===== src/rtl/spi_target.sv =====
// SPI target with an 8-entry register file: command byte selects read/write and address,
// following data bytes stream to or from consecutive registers. Host port writes in parallel.
module spi_target #(
    parameter bit         CPOL   = 1'b0,
    parameter logic [7:0] STATUS = 8'hA5
) (
    input  logic        CLK,
    input  logic        nRESET,
    input  logic        SCK,
    input  logic        MOSI,
    input  logic        nSS,
    output logic        MISO,
    output logic        MISO_OE,
    output logic [63:0] REGS,
    input  logic        HWE,
    input  logic [2:0]  HADDR,
    input  logic [7:0]  HDATA,
    output logic        WSTB,
    output logic [2:0]  WADDR
);

    typedef enum logic [1:0] {IDLE, CMD, DATA} state_t;

    logic [2:0] sck_q;
    logic [2:0] nss_q;
    logic [1:0] mosi_q;

    state_t     state_q, state_d;
    logic [2:0] cnt_q, cnt_d;
    logic [7:0] rx_q, rx_d;
    logic [7:0] tx_q, tx_d;
    logic [2:0] addr_q, addr_d;
    logic       rw_q, rw_d;
    logic       oe_q, oe_d;
    logic       load_q, load_d;
    logic       wstb_q;
    logic [2:0] waddr_q;
    logic [7:0] regs_q [8];

    logic       sck_rise, sck_fall, sample_edge, shift_edge;
    logic       nss_fall, nss_rise;
    logic       commit;
    logic [7:0] rx_next;

    // Bit 1 is the synchronized value, bit 2 its delayed copy for edge detection.
    always_ff @(posedge CLK or negedge nRESET) begin
        if (!nRESET) begin
            sck_q  <= {3{CPOL}};
            nss_q  <= 3'b111;
            mosi_q <= 2'b00;
        end else begin
            sck_q  <= {sck_q[1:0], SCK};
            nss_q  <= {nss_q[1:0], nSS};
            mosi_q <= {mosi_q[0], MOSI};
        end
    end

    assign sck_rise    = sck_q[1] & ~sck_q[2];
    assign sck_fall    = ~sck_q[1] & sck_q[2];
    assign sample_edge = CPOL ? sck_fall : sck_rise;
    assign shift_edge  = CPOL ? sck_rise : sck_fall;
    assign nss_fall    = ~nss_q[1] & nss_q[2];
    assign nss_rise    = nss_q[1] & ~nss_q[2];
    assign rx_next     = {rx_q[6:0], mosi_q[1]};

    always_comb begin
        state_d = state_q;
        cnt_d   = cnt_q;
        rx_d    = rx_q;
        tx_d    = tx_q;
        addr_d  = addr_q;
        rw_d    = rw_q;
        oe_d    = oe_q;
        load_d  = load_q;
        commit  = 1'b0;
        case (state_q)
            IDLE: begin
                if (nss_fall) begin
                    state_d = CMD;
                    cnt_d   = 3'd0;
                    rx_d    = 8'h00;
                    tx_d    = STATUS;
                    oe_d    = 1'b1;
                    load_d  = 1'b0;
                end
            end
            CMD, DATA: begin
                if (nss_rise) begin
                    state_d = IDLE;
                    cnt_d   = 3'd0;
                    rx_d    = 8'h00;
                    oe_d    = 1'b0;
                    load_d  = 1'b0;
                end else if (sample_edge) begin
                    rx_d  = rx_next;
                    cnt_d = cnt_q + 3'd1;
                    if (cnt_q == 3'd7) begin
                        load_d = 1'b1;
                        if (state_q == CMD) begin
                            rw_d    = rx_next[7];
                            addr_d  = rx_next[2:0];
                            state_d = DATA;
                        end else begin
                            commit = rw_q;
                            addr_d = addr_q + 3'd1;
                        end
                    end
                end else if (shift_edge) begin
                    // The first shift after a full byte fetches the next outgoing byte.
                    if (load_q) begin
                        tx_d   = rw_q ? 8'h00 : regs_q[addr_q];
                        load_d = 1'b0;
                    end else begin
                        tx_d = {tx_q[6:0], 1'b0};
                    end
                end
            end
            default: state_d = IDLE;
        endcase
    end

    always_ff @(posedge CLK or negedge nRESET) begin
        if (!nRESET) begin
            state_q <= IDLE;
            cnt_q   <= 3'd0;
            rx_q    <= 8'h00;
            tx_q    <= 8'h00;
            addr_q  <= 3'd0;
            rw_q    <= 1'b0;
            oe_q    <= 1'b0;
            load_q  <= 1'b0;
        end else begin
            state_q <= state_d;
            cnt_q   <= cnt_d;
            rx_q    <= rx_d;
            tx_q    <= tx_d;
            addr_q  <= addr_d;
            rw_q    <= rw_d;
            oe_q    <= oe_d;
            load_q  <= load_d;
        end
    end

    // SPI commit is applied after the host write so it wins on an address clash.
    always_ff @(posedge CLK or negedge nRESET) begin
        if (!nRESET) begin
            for (int i = 0; i < 8; i++) regs_q[i] <= 8'h00;
            wstb_q  <= 1'b0;
            waddr_q <= 3'd0;
        end else begin
            if (HWE) regs_q[HADDR] <= HDATA;
            if (commit) begin
                regs_q[addr_q] <= rx_next;
                waddr_q        <= addr_q;
            end
            wstb_q <= commit;
        end
    end

    always_comb begin
        REGS = '0;
        for (int i = 0; i < 8; i++) REGS[8*i +: 8] = regs_q[i];
    end

    assign MISO    = tx_q[7];
    assign MISO_OE = oe_q;
    assign WSTB    = wstb_q;
    assign WADDR   = waddr_q;

endmodule


===== config.mk =====
export PLATFORM = sky130hd
export DESIGN_NAME = spi_target
export DESIGN_NICKNAME = d
export VERILOG_FILES = /design/src/rtl/spi_target.sv
export SDC_FILE = /design/constraint.sdc
export NUM_CORES = 1
export LEC_CHECK = 0
export CORE_MARGIN = 2
export CORE_UTILIZATION = 40
export CTS_CLUSTER_SIZE = 30
export DETAILED_ROUTE_END_ITERATION = 10
export PLACE_DENSITY_LB_ADDON = 0.08
export SLEW_MARGIN = 10
export SYNTH_ARGS = -nofsm -noshare
export SYNTH_HDL_FRONTEND = slang
export SYNTH_SLANG_ARGS = --single-unit

===== constraint.sdc =====
create_clock -name CLK -period 5.5 [get_ports CLK]
set_clock_uncertainty 0.2 [all_clocks]
set_input_delay 0.825 -clock CLK [delete_from_list [all_inputs] [get_ports CLK]]
set_output_delay 0.825 -clock CLK [all_outputs]
set_load 0.05 [all_outputs]

======== Yosys cells after proc, flatten, opt, wreduce, memory -nomap -nowiden ========
Cells that the tools add are included.
word-level totals
  flip-flop bits (word level) ............. 102
  output and inout bits ................... 70
operators by class
  add/subtract/negate cells ............... 2
  $lt $le $gt $ge ......................... 4
  equal/unequal tests ..................... 13
  muxes and demuxes ....................... 47
  bitwise gates (word level) .............. 11
  reduce and logical (&&, ||, !) cells .... 12
operators by type and width
  operator                                                               count
  64-bit bitwise mux                                                     2
  64-bit 2-to-1 mux                                                      2
  8-bit 2-to-1 mux                                                       10
  8-bit demux with 3-bit select                                          2
  8-bit binary-select mux with 3-bit select                              1
  7-bit 2-to-1 mux                                                       3
  8-bit case mux with 2 select lines                                     1
  7-bit case mux with 2 select lines                                     1
  1-bit 2-to-1 mux                                                       12
  3-bit 2-to-1 mux                                                       4
  4-bit AND reduction                                                    3
  2-bit 2-to-1 mux                                                       5
  2-bit != test (second input constant)                                  5
  5-bit AND reduction                                                    2
  3-bit != test (second input constant)                                  3
  4-bit greater-or-equal comparator (second input constant)              2
  4-bit by 1-bit < comparator with 1-bit output (second input constant)  2
  4-bit != test (second input constant)                                  2
  3-bit NOT with 4-bit output                                            2
  3-bit by 1-bit adder with 3-bit output (second input constant)         2
  3-bit case mux with 2 select lines                                     1
  3-bit AND reduction                                                    2
  1-bit NOT                                                              5
  1-bit bitwise AND                                                      4
  9 further kinds                                                        11

======== Logic depth before layout (Yosys ltp) ========
Gate-level depths: netlist of run 1.
  depth in word-level cells ............... 10
  mapped depth ............................ 9
  mapped depth without buffers ............ 6

======== Worst setup path after synthesis of run 1 ========
No wires, ideal clock.
  path type ............................... input port to flip-flop
  start point ............................. in HADDR[1]
  end point ............................... reg regs_q, in the netlist REGS[0]
  library setup time ...................... 126 ps
  data arrival time ....................... 1793 ps
  slack ................................... 3381 ps
  stages .................................. 5
  path through ............................ buf_2 -> nor4b_1 -> clkbuf_2 -> mux2i_1 -> a21oi_1
between the ends
  cells in the longest elaborated chain, start to end .. 9
ends and longest elaborated chain
  element                                                                                                                          RTL line  RTL
  from (decl)                                                                                                                      16        input logic [2:0] HADDR,
  3-bit NOT with 4-bit output (not written as such) (*)                                                                            151       if (HWE) regs_q[HADDR] <= HDATA;
  4-bit greater-or-equal comparator (not written as such) / 4-bit by 1-bit < comparator with 1-bit output (equally long branches)  151
  1-bit logical AND (not written as such)                                                                                          151
  8-bit 2-to-1 mux (not written as such)                                                                                           151
  8-bit demux with 3-bit select (*)                                                                                                151
  64-bit bitwise mux (*)                                                                                                           151
  64-bit 2-to-1 mux (*)                                                                                                            151
  64-bit bitwise mux                                                                                                               153       regs_q[addr_q] <= rx_next;
  64-bit 2-to-1 mux (*)                                                                                                            152       if (commit) begin
  to (signal, indexed assignment)                                                                                                  153
  to (decl)                                                                                                                        38        logic [7:0] regs_q [8];
Every way passes the cells marked *; elsewhere a longest branch is shown, timed or not.
A chain may end at the register's enable or synchronous reset.

======== Final worst setup path of run 1 ========
  start point ............................. reg state_q[0]
  end point ............................... reg regs_q, in the netlist REGS[16]
between the ends
  cells in the longest elaborated chain, start to end .. 7
ends and longest elaborated chain
  element                                         RTL line  RTL
  from (decl)                                     28        state_t state_q, state_d;
  from (signal assigned)                          133       state_q <= state_d;
  2-bit by 1-bit equality test with 1-bit output  76, 99
  1-bit 2-to-1 mux                                99        if (state_q == CMD) begin
  1-bit 2-to-1 mux                                97        if (cnt_q == 3'd7) begin
  1-bit 2-to-1 mux                                94        end else if (sample_edge) begin
  1-bit 2-to-1 mux                                88        if (nss_rise) begin
  1-bit 2-to-1 mux (*)                            76        case (state_q)
  64-bit 2-to-1 mux (*)                           152
Marked as above.

==> metrics.md, run 1 <==
| Metric | Value |
|---|---|
| Max Slew Vio Count | 0 |
| Post-synthesis cell count | just over 500 |
| Largest net degree at the start of global routing | 59 |
| Clock network power share | 0.246 |
| CP cell instances | inv_1 -> ha_1 -> and3_1 -> nand4_1 -> nor2_1 -> a21oi_1 |
| Commonest non-fill, non-tap cells in the layout | dfrtp_1, clkdlybuf4s50_1, mux2i_1 |
| Share of post-route cells with drive strength above 1 | 0.0896 |
| Critical R2R Capture | REGS[16]$_DFF_PN0_ |
| Nets | 590 |
| Static Leak | 2.95 nW |
| Die X | 121 µm |
| # DRC | 0 |
| Register share of total power | 0.379 |
| Int Power | 1.70 mW |
| HP Start | sck_q[0]$_DFF_PN0_ |
| Req. time, crit path | 5.49 ns |
| TritonCTS clock tree | yes |
| Unique masters post-synth | 48 |
| Cell area after layout | 6670 µm² |
| TritonCTS Buffers | 9 |
| H-tree depth | 3 |
| Row Count | between 40 and 50 |
| # port buffers | 86 |
| RSZ-0062 raised after global routing | false |
| Fmax achieved | between 0.3 and 0.4 GHz |
| # hold bufs at CTS | 0 |
| RR Startpoint | state_q[0]$_DFFE_PN0P_ |
| Top cell type's share of synthesized area | 0.455 |
| Initial Util | 0.411 |
| Mapped Avg Cell Area | 10.7 µm² |
| Worst-Margin Slew | roughly 0.9 ns |
| FF-to-FF path depth | 6 |
| Clock transition at path regs | 0.07 ns |
| Via density | ~5.5 |
| Post-CTS Resized | 0 |
| Power share of the combinational group | 0.375 |
| Vias | 4109 |
| Total die area | ~15000 µm² |
| Clock Tree Root | clkbuf_16 |
| R2r setup slk | 2.66 ns |
| Final setup viols | 0 |
| Initial antenna violation count | 0 |
| Post-DP Area | 6340 µm² |
| Core area | 13200 µm² |
| Commonest non-fill, non-tap cell in the layout | dfrtp_1 |
| CP Buf/Inv Count | 1 |
| Switching fraction of total power | 0.392 |
| CP Class | reg2reg |
| Synth area leaders | dfrtp_1, mux2i_1, a21oi_1 |
| First-pass GRT wire length | approximately 24000 µm |
| Later-pin clock latency in the skew report | 0.35 ns |
| Normalized max-slew margin | 0.407 |
| Hold Path End | sck_q[1]$_DFF_PN0_ |
| Status | finished clean |
| VDD IR max | 233 µV |
| # IOs | 87 |
| Crit. End Element | flop |
| CP startpoint kind | flop |
| DP Wirelength | 10300 µm |
| Gpl congestion | 0.789 |
| Worst Hold Depth | 0 |
| Max-cap violation count | 0 |
| Max FO, Critical Path | 16 |
| Sequential fraction of the synthesis area | 0.469 |
| Cell family with most CP delay | simple AND/OR/NAND/NOR gates |
| Wire length per cell | 20.8 µm |
| GRT Total Usage | 0.219 |
| Hold WC Path Type | reg2reg |
| Worst path max stage delay | 0.77 ns |
| Die Y | ~120 µm |
| DRC violation total after the first TritonRoute iteration | 325 |
| Yosys reg bits | 102 |
| Synth-to-layout area growth | 22.4% |
| Fin crit share | 0.516 |
| Worst hold-check slack | 0.151 ns |
| Pwr dens | 419 nW/µm² |
| Vias in the first global route | 3944 |
| End-of-flow core utilization | 0.503 |
| WP data arrival | 2.83 ns |
| Ant. Diodes | 0 |
| Setup_tns | 0 ns |
| Psw | 1.09 mW |
| Max Root-Sink Buffers | 2 |
| Initial DRT Pass Iterations | 4 |
| Warnings from Yosys | 0 |
| Total congestion overflow | 0 |
| Routed Antenna Nets | 0 |
| Mapped Nets | 537 |
| Final WL | 15500 µm |
| Final hold violations | 0 |
| CTS sink cnt | 102 |
| CP max stage cell | nand4_1 |
| Minimum clock period | roughly 2.8 ns |
| Post CTS Setup Buffer Count | 0 |
| Synth area leader | dfrtp_1 |
| Synthesized area | approximately 5400 µm² |
-- per-layer routing --
layer / vias to the layer above / track usage / part of all wire / routed length [µm]
met5: - / 0 / 0 / 0
met4: 0 / 0.0821 / 0.019 / 299
met2: 123 / 0.340 / 0.46 / 7130
li1: 1939 / - / - / -
met3: 17 / 0.0335 / 0.062 / 958
met1: 2030 / 0.310 / 0.46 / 7140
-- how the worst max path moves through the flow --
stage,from,end,slack (ns),cells past startpoint
after floorplan,HADDR[1],REGS[0]$_DFF_PN0_,3.38,5
after global placement,HADDR[2],REGS[28]$_DFF_PN0_,2.43,4
after detailed placement,HADDR[1],REGS[28]$_DFF_PN0_,2.40,4
after CTS,state_q[0]$_DFFE_PN0P_,REGS[9]$_DFF_PN0_,2.66,6
after global routing,state_q[0]$_DFFE_PN0P_,REGS[22]$_DFF_PN0_,2.39,6
final,state_q[0]$_DFFE_PN0P_,REGS[16]$_DFF_PN0_,2.66,6
-- area by class of cell --
type | instances | area, µm²
Clock buffer | 14 | 284
Clock inverter | 2 | 37.5
Fill cell | 1213 | 6580
Inverter | 9 | 33.8
Multi-Input combinational cell | 349 | 2620
Sequential cell | 102 | 2560
Tap cell | 176 | 220
Timing Repair Buffer | 93 | 911
-- power by group through the flow --
stage	sequential, mW	clock [mW]	combinational, mW
4_1_cts	1.06	0.697	1.05
2_1_floorplan	1.40	0	0.362
3_3_place_gp	1.07	0	1.04
3_5_place_dp	1.07	0	1.05
5_1_grt	1.08	0.730	1.11
6_report	1.06	0.686	1.05
-- flip-flops by register name (all words and copies together) (netlist names), 2 cells and up --
signal	cells
REGS	64
WADDR	3
addr_q	3
cnt_q	3
mosi_q	2
nss_q	3
rx_q	7
sck_q	3
state_q	2
tx_q	8
-- cell families (layout without fill, tap and decap cells) --
kind of cell,after synthesis,in the layout,synth area share
compound gates,109,109,0.122
fa+ha+maj,9,9,0.0207
buf+inv,60,118,0.0522
flops,102,102,0.469
mux,98,98,0.208
simple gates,133,133,0.128
-- synth_stat cells (all sizes together) --
cell type	n
dfrtp	99
mux2i	80
a21oi	70
nor2	68
buf	41
nand2	12
mux4	11
nand4	11
a22o	10
clkbuf	10
ha	9
inv	9
mux2	7
nor2b	7
nor3	7
o21ai	6
nor4	5
a211oi	4
a221o	4
a2bb2oi	4
a31oi	4
nand2b	4
nor4b	4
dfstp	3
nand4b	3
nor4bb	3
o211ai	3
and2	2
and3	2
and4bb	2
o31ai	2
a21o	1
a221oi	1
and2b	1
and4b	1
nand3b	1
-- metrics by stage --
stage | instances | worst slack, ns | power, mW
3_5_place_dp | 729 | 2.40 | 2.12
6_report | 745 | 2.66 | 2.79
2_1_floorplan | 511 | 3.38 | 1.76
4_1_cts | 745 | 2.66 | 2.81
3_3_place_gp | 729 | 2.43 | 2.11
5_1_grt | 745 | 2.39 | 2.92
(Power assumes the default switching activity.)
==> inputs of run 2 (changes only) <==
==> constraint.sdc (replaced) <==
create_clock -name CLK -period 2.6 [get_ports CLK]
set_clock_uncertainty 0.2 [all_clocks]
set_input_delay 0.39 -clock CLK [delete_from_list [all_inputs] [get_ports CLK]]
set_output_delay 0.39 -clock CLK [all_outputs]
set_load 0.05 [all_outputs]
==> run 2 against run 1 <==
Register-to-register slack got worse by 2.3 ns. Clock-buffer cell count is 4 lower. Sequential power rose by 110%. Highest routed layer unchanged. Non-clock buffer count is 28 higher. Utilization is 1.5 points higher. Die area stayed put. Sequential cell count is the same. Critical path depth unchanged. Final area rose by 3.1%. Sequential share of layout area is 1.1 points lower. First-iteration DRC count decreased by 33%. Routed wire length increased by 2.0%.
==> metrics.md, run 2 (synthesized netlist as in run 1, its figures left out) <==
| Metric | Value |
|---|---|
| Status | finished clean |
| Nets | 618 |
| Commonest non-fill, non-tap cell in the layout | dfrtp_1 |
| Initial DRT Pass Iterations | 5 |
| Initial Util | 0.411 |
| Minimum clock period | 2.24 ns |
| # IOs | 87 |
| Core area | 13200 µm² |
| Cell family with most CP delay | simple AND/OR/NAND/NOR gates |
| Final hold violations | 0 |
| # port buffers | 86 |
| RSZ-0062 raised after global routing | false |
| TritonCTS clock tree | yes |
| Post-CTS Resized | 0 |
| Fmax achieved | approximately 0.45 GHz |
| Static Leak | 3.07 nW |
| Fill count | 1230 |
| M1 GR Usage | 0.315 |
| CP cell instances | ha_1 -> ha_1 -> and3_1 -> and3_1 -> and2_1 -> mux2_1 |
| Placed insts | 756 |
| Worst-Margin Slew | 0.722 ns |
| CP Buf/Inv Count | 0 |
| Gpl congestion | 0.861 |
| Normalized max-slew margin | 0.519 |
| Clock Tree Root | clkbuf_16 |
| Dpl ws | 0.341 ns |
| Max-cap violation count | 0 |
| Clock transition at path regs | 0.07 ns |
| Commonest non-fill, non-tap cells in the layout | dfrtp_1, clkdlybuf4s50_1, mux2i_1 |
| # DRC | 0 |
| First-pass GRT wire length | 24800 µm |
| CP max stage cell | and3_1 |
| Die Y | 121 µm |
| DRC violation total after the first TritonRoute iteration | 217 |
| Pwr Total | ~5.8 mW |
| Synth-to-layout area growth | 26.2% |
| Register area | roughly 2600 µm² |
| Row Count | 42 |
| Total congestion overflow | 0 |
| Total die area | 14600 µm² |
| Multi-input gate area | 2620 µm² |
| Worst path max stage delay | 0.41 ns |
| Pwr dens | 844 nW/µm² |
| Final WL | 15800 µm |
| Routed Antenna Nets | 0 |
| Max Root-Sink Buffers | 2 |
| CP Class | reg2reg |
| GRT Total Usage | 0.228 |
| Crit. End Element | flop |
| Fin crit share | 0.863 |
| Setup_tns | 0 ns |
| Initial antenna violation count | 0 |
| H-tree depth | 3 |
| TritonCTS Buffers | 9 |
| Via density | 5.58 |
| Hold WC Path Type | reg2reg |
| Die X | 121 µm |
| Vias in the first global route | 4277 |
| Met2 Use GR | 0.358 |
| DP Wirelength | 11200 µm |
| Final setup viols | 0 |
| M3 GR Usage | 0.0363 |
| R2r setup slk | 0.36 ns |
| Req. time, crit path | 2.64 ns |
| Final Non-Filler Cells | 773 |
| Wire length per cell | 20.5 µm |
| Final worst-path setup slack | 0.357 ns |
| Vias | 4315 |
| CTS sink cnt | ~100 |
| Later-pin clock latency in the skew report | 0.36 ns |
| CP startpoint kind | flop |
| Gr busiest metal | met2 |
| Max Slew Vio Count | 0 |
| WP data arrival | 2.28 ns |
| End-of-flow core utilization | 0.519 |
| Max reg flops | 64 |
| Ant. Diodes | 0 |
| Max FO, Critical Path | 12 |
| Largest net degree at the start of global routing | 53 |
| Share of post-route cells with drive strength above 1 | 0.132 |
| VDD IR max | 363 µV |
[run 2: metrics by stage]
step                      area [µm²]  hold WS, ns
after floorplan                 5450       -0.106
after global placement          6590        0.132
after detailed placement        6590        0.135
after CTS                       6870        0.151
after global routing            6870        0.160
final                           6870        0.148
[run 2: power by group]
part | total, mW | leakage, nW | internal [mW] | switching, mW
logic | 2.26 | 1.73 | 0.847 | 1.41
registers | 2.25 | 1.21 | 1.91 | 0.337
clock network | 1.29 | 0.138 | 0.673 | 0.618
total | 5.80 | 3.07 | 3.43 | 2.37
[run 2: per-layer routing]
| layer | up-vias | share of wire |
|---|---|---|
| met1 | 2145 | 0.45 |
| li1 | 2002 | - |
| met2 | 145 | 0.47 |
| met4 | 0 | 0.025 |
| met5 | - | 0 |
| met3 | 23 | 0.055 |
[run 2: worst register-to-register path, delay by kind of cell (launching register included)]
family / cells / cell delay, ns
adder cells (fa/ha/maj): 2 / 0.35
flip-flops: 1 / 0.36
multiplexers: 1 / 0.34
AND/OR/NAND/NOR: 3 / 0.89
[run 2: repair_timing]
| item | in CTS | in global routing |
|---|---|---|
| endpoints found under the hold margin | 46 | 0 |
| setup buffers | 0 | 0 |
| hold buffers | 1 | 0 |
[run 2: worst paths after layout]
check | from | to | depth (start not counted)
worst min register to register | sck_q[0]$_DFF_PN0_ | sck_q[1]$_DFF_PN0_ | 0
worst max-delay path | cnt_q[0]$_DFFE_PN0P_ | WADDR[1]$_DFFE_PN0P_ | 6
worst max register to register | cnt_q[0]$_DFFE_PN0P_ | WADDR[1]$_DFFE_PN0P_ | 6
worst min-delay path | sck_q[0]$_DFF_PN0_ | sck_q[1]$_DFF_PN0_ | 0
max in group asynchronous | nRESET | REGS[38]$_DFF_PN0_ | 3
min in group asynchronous | nRESET | load_q$_DFFE_PN0P_ | 2
[run 2: cell type report]
class | instances | area share
clock buffer | 10 | 0.0348
multi-input combinational | 349 | 0.382
inverter | 9 | 0.00492
sequential | 102 | 0.372
clock inverter | 6 | 0.00528
tap | 176 | 0.0321
timing repair buffer | 121 | 0.169
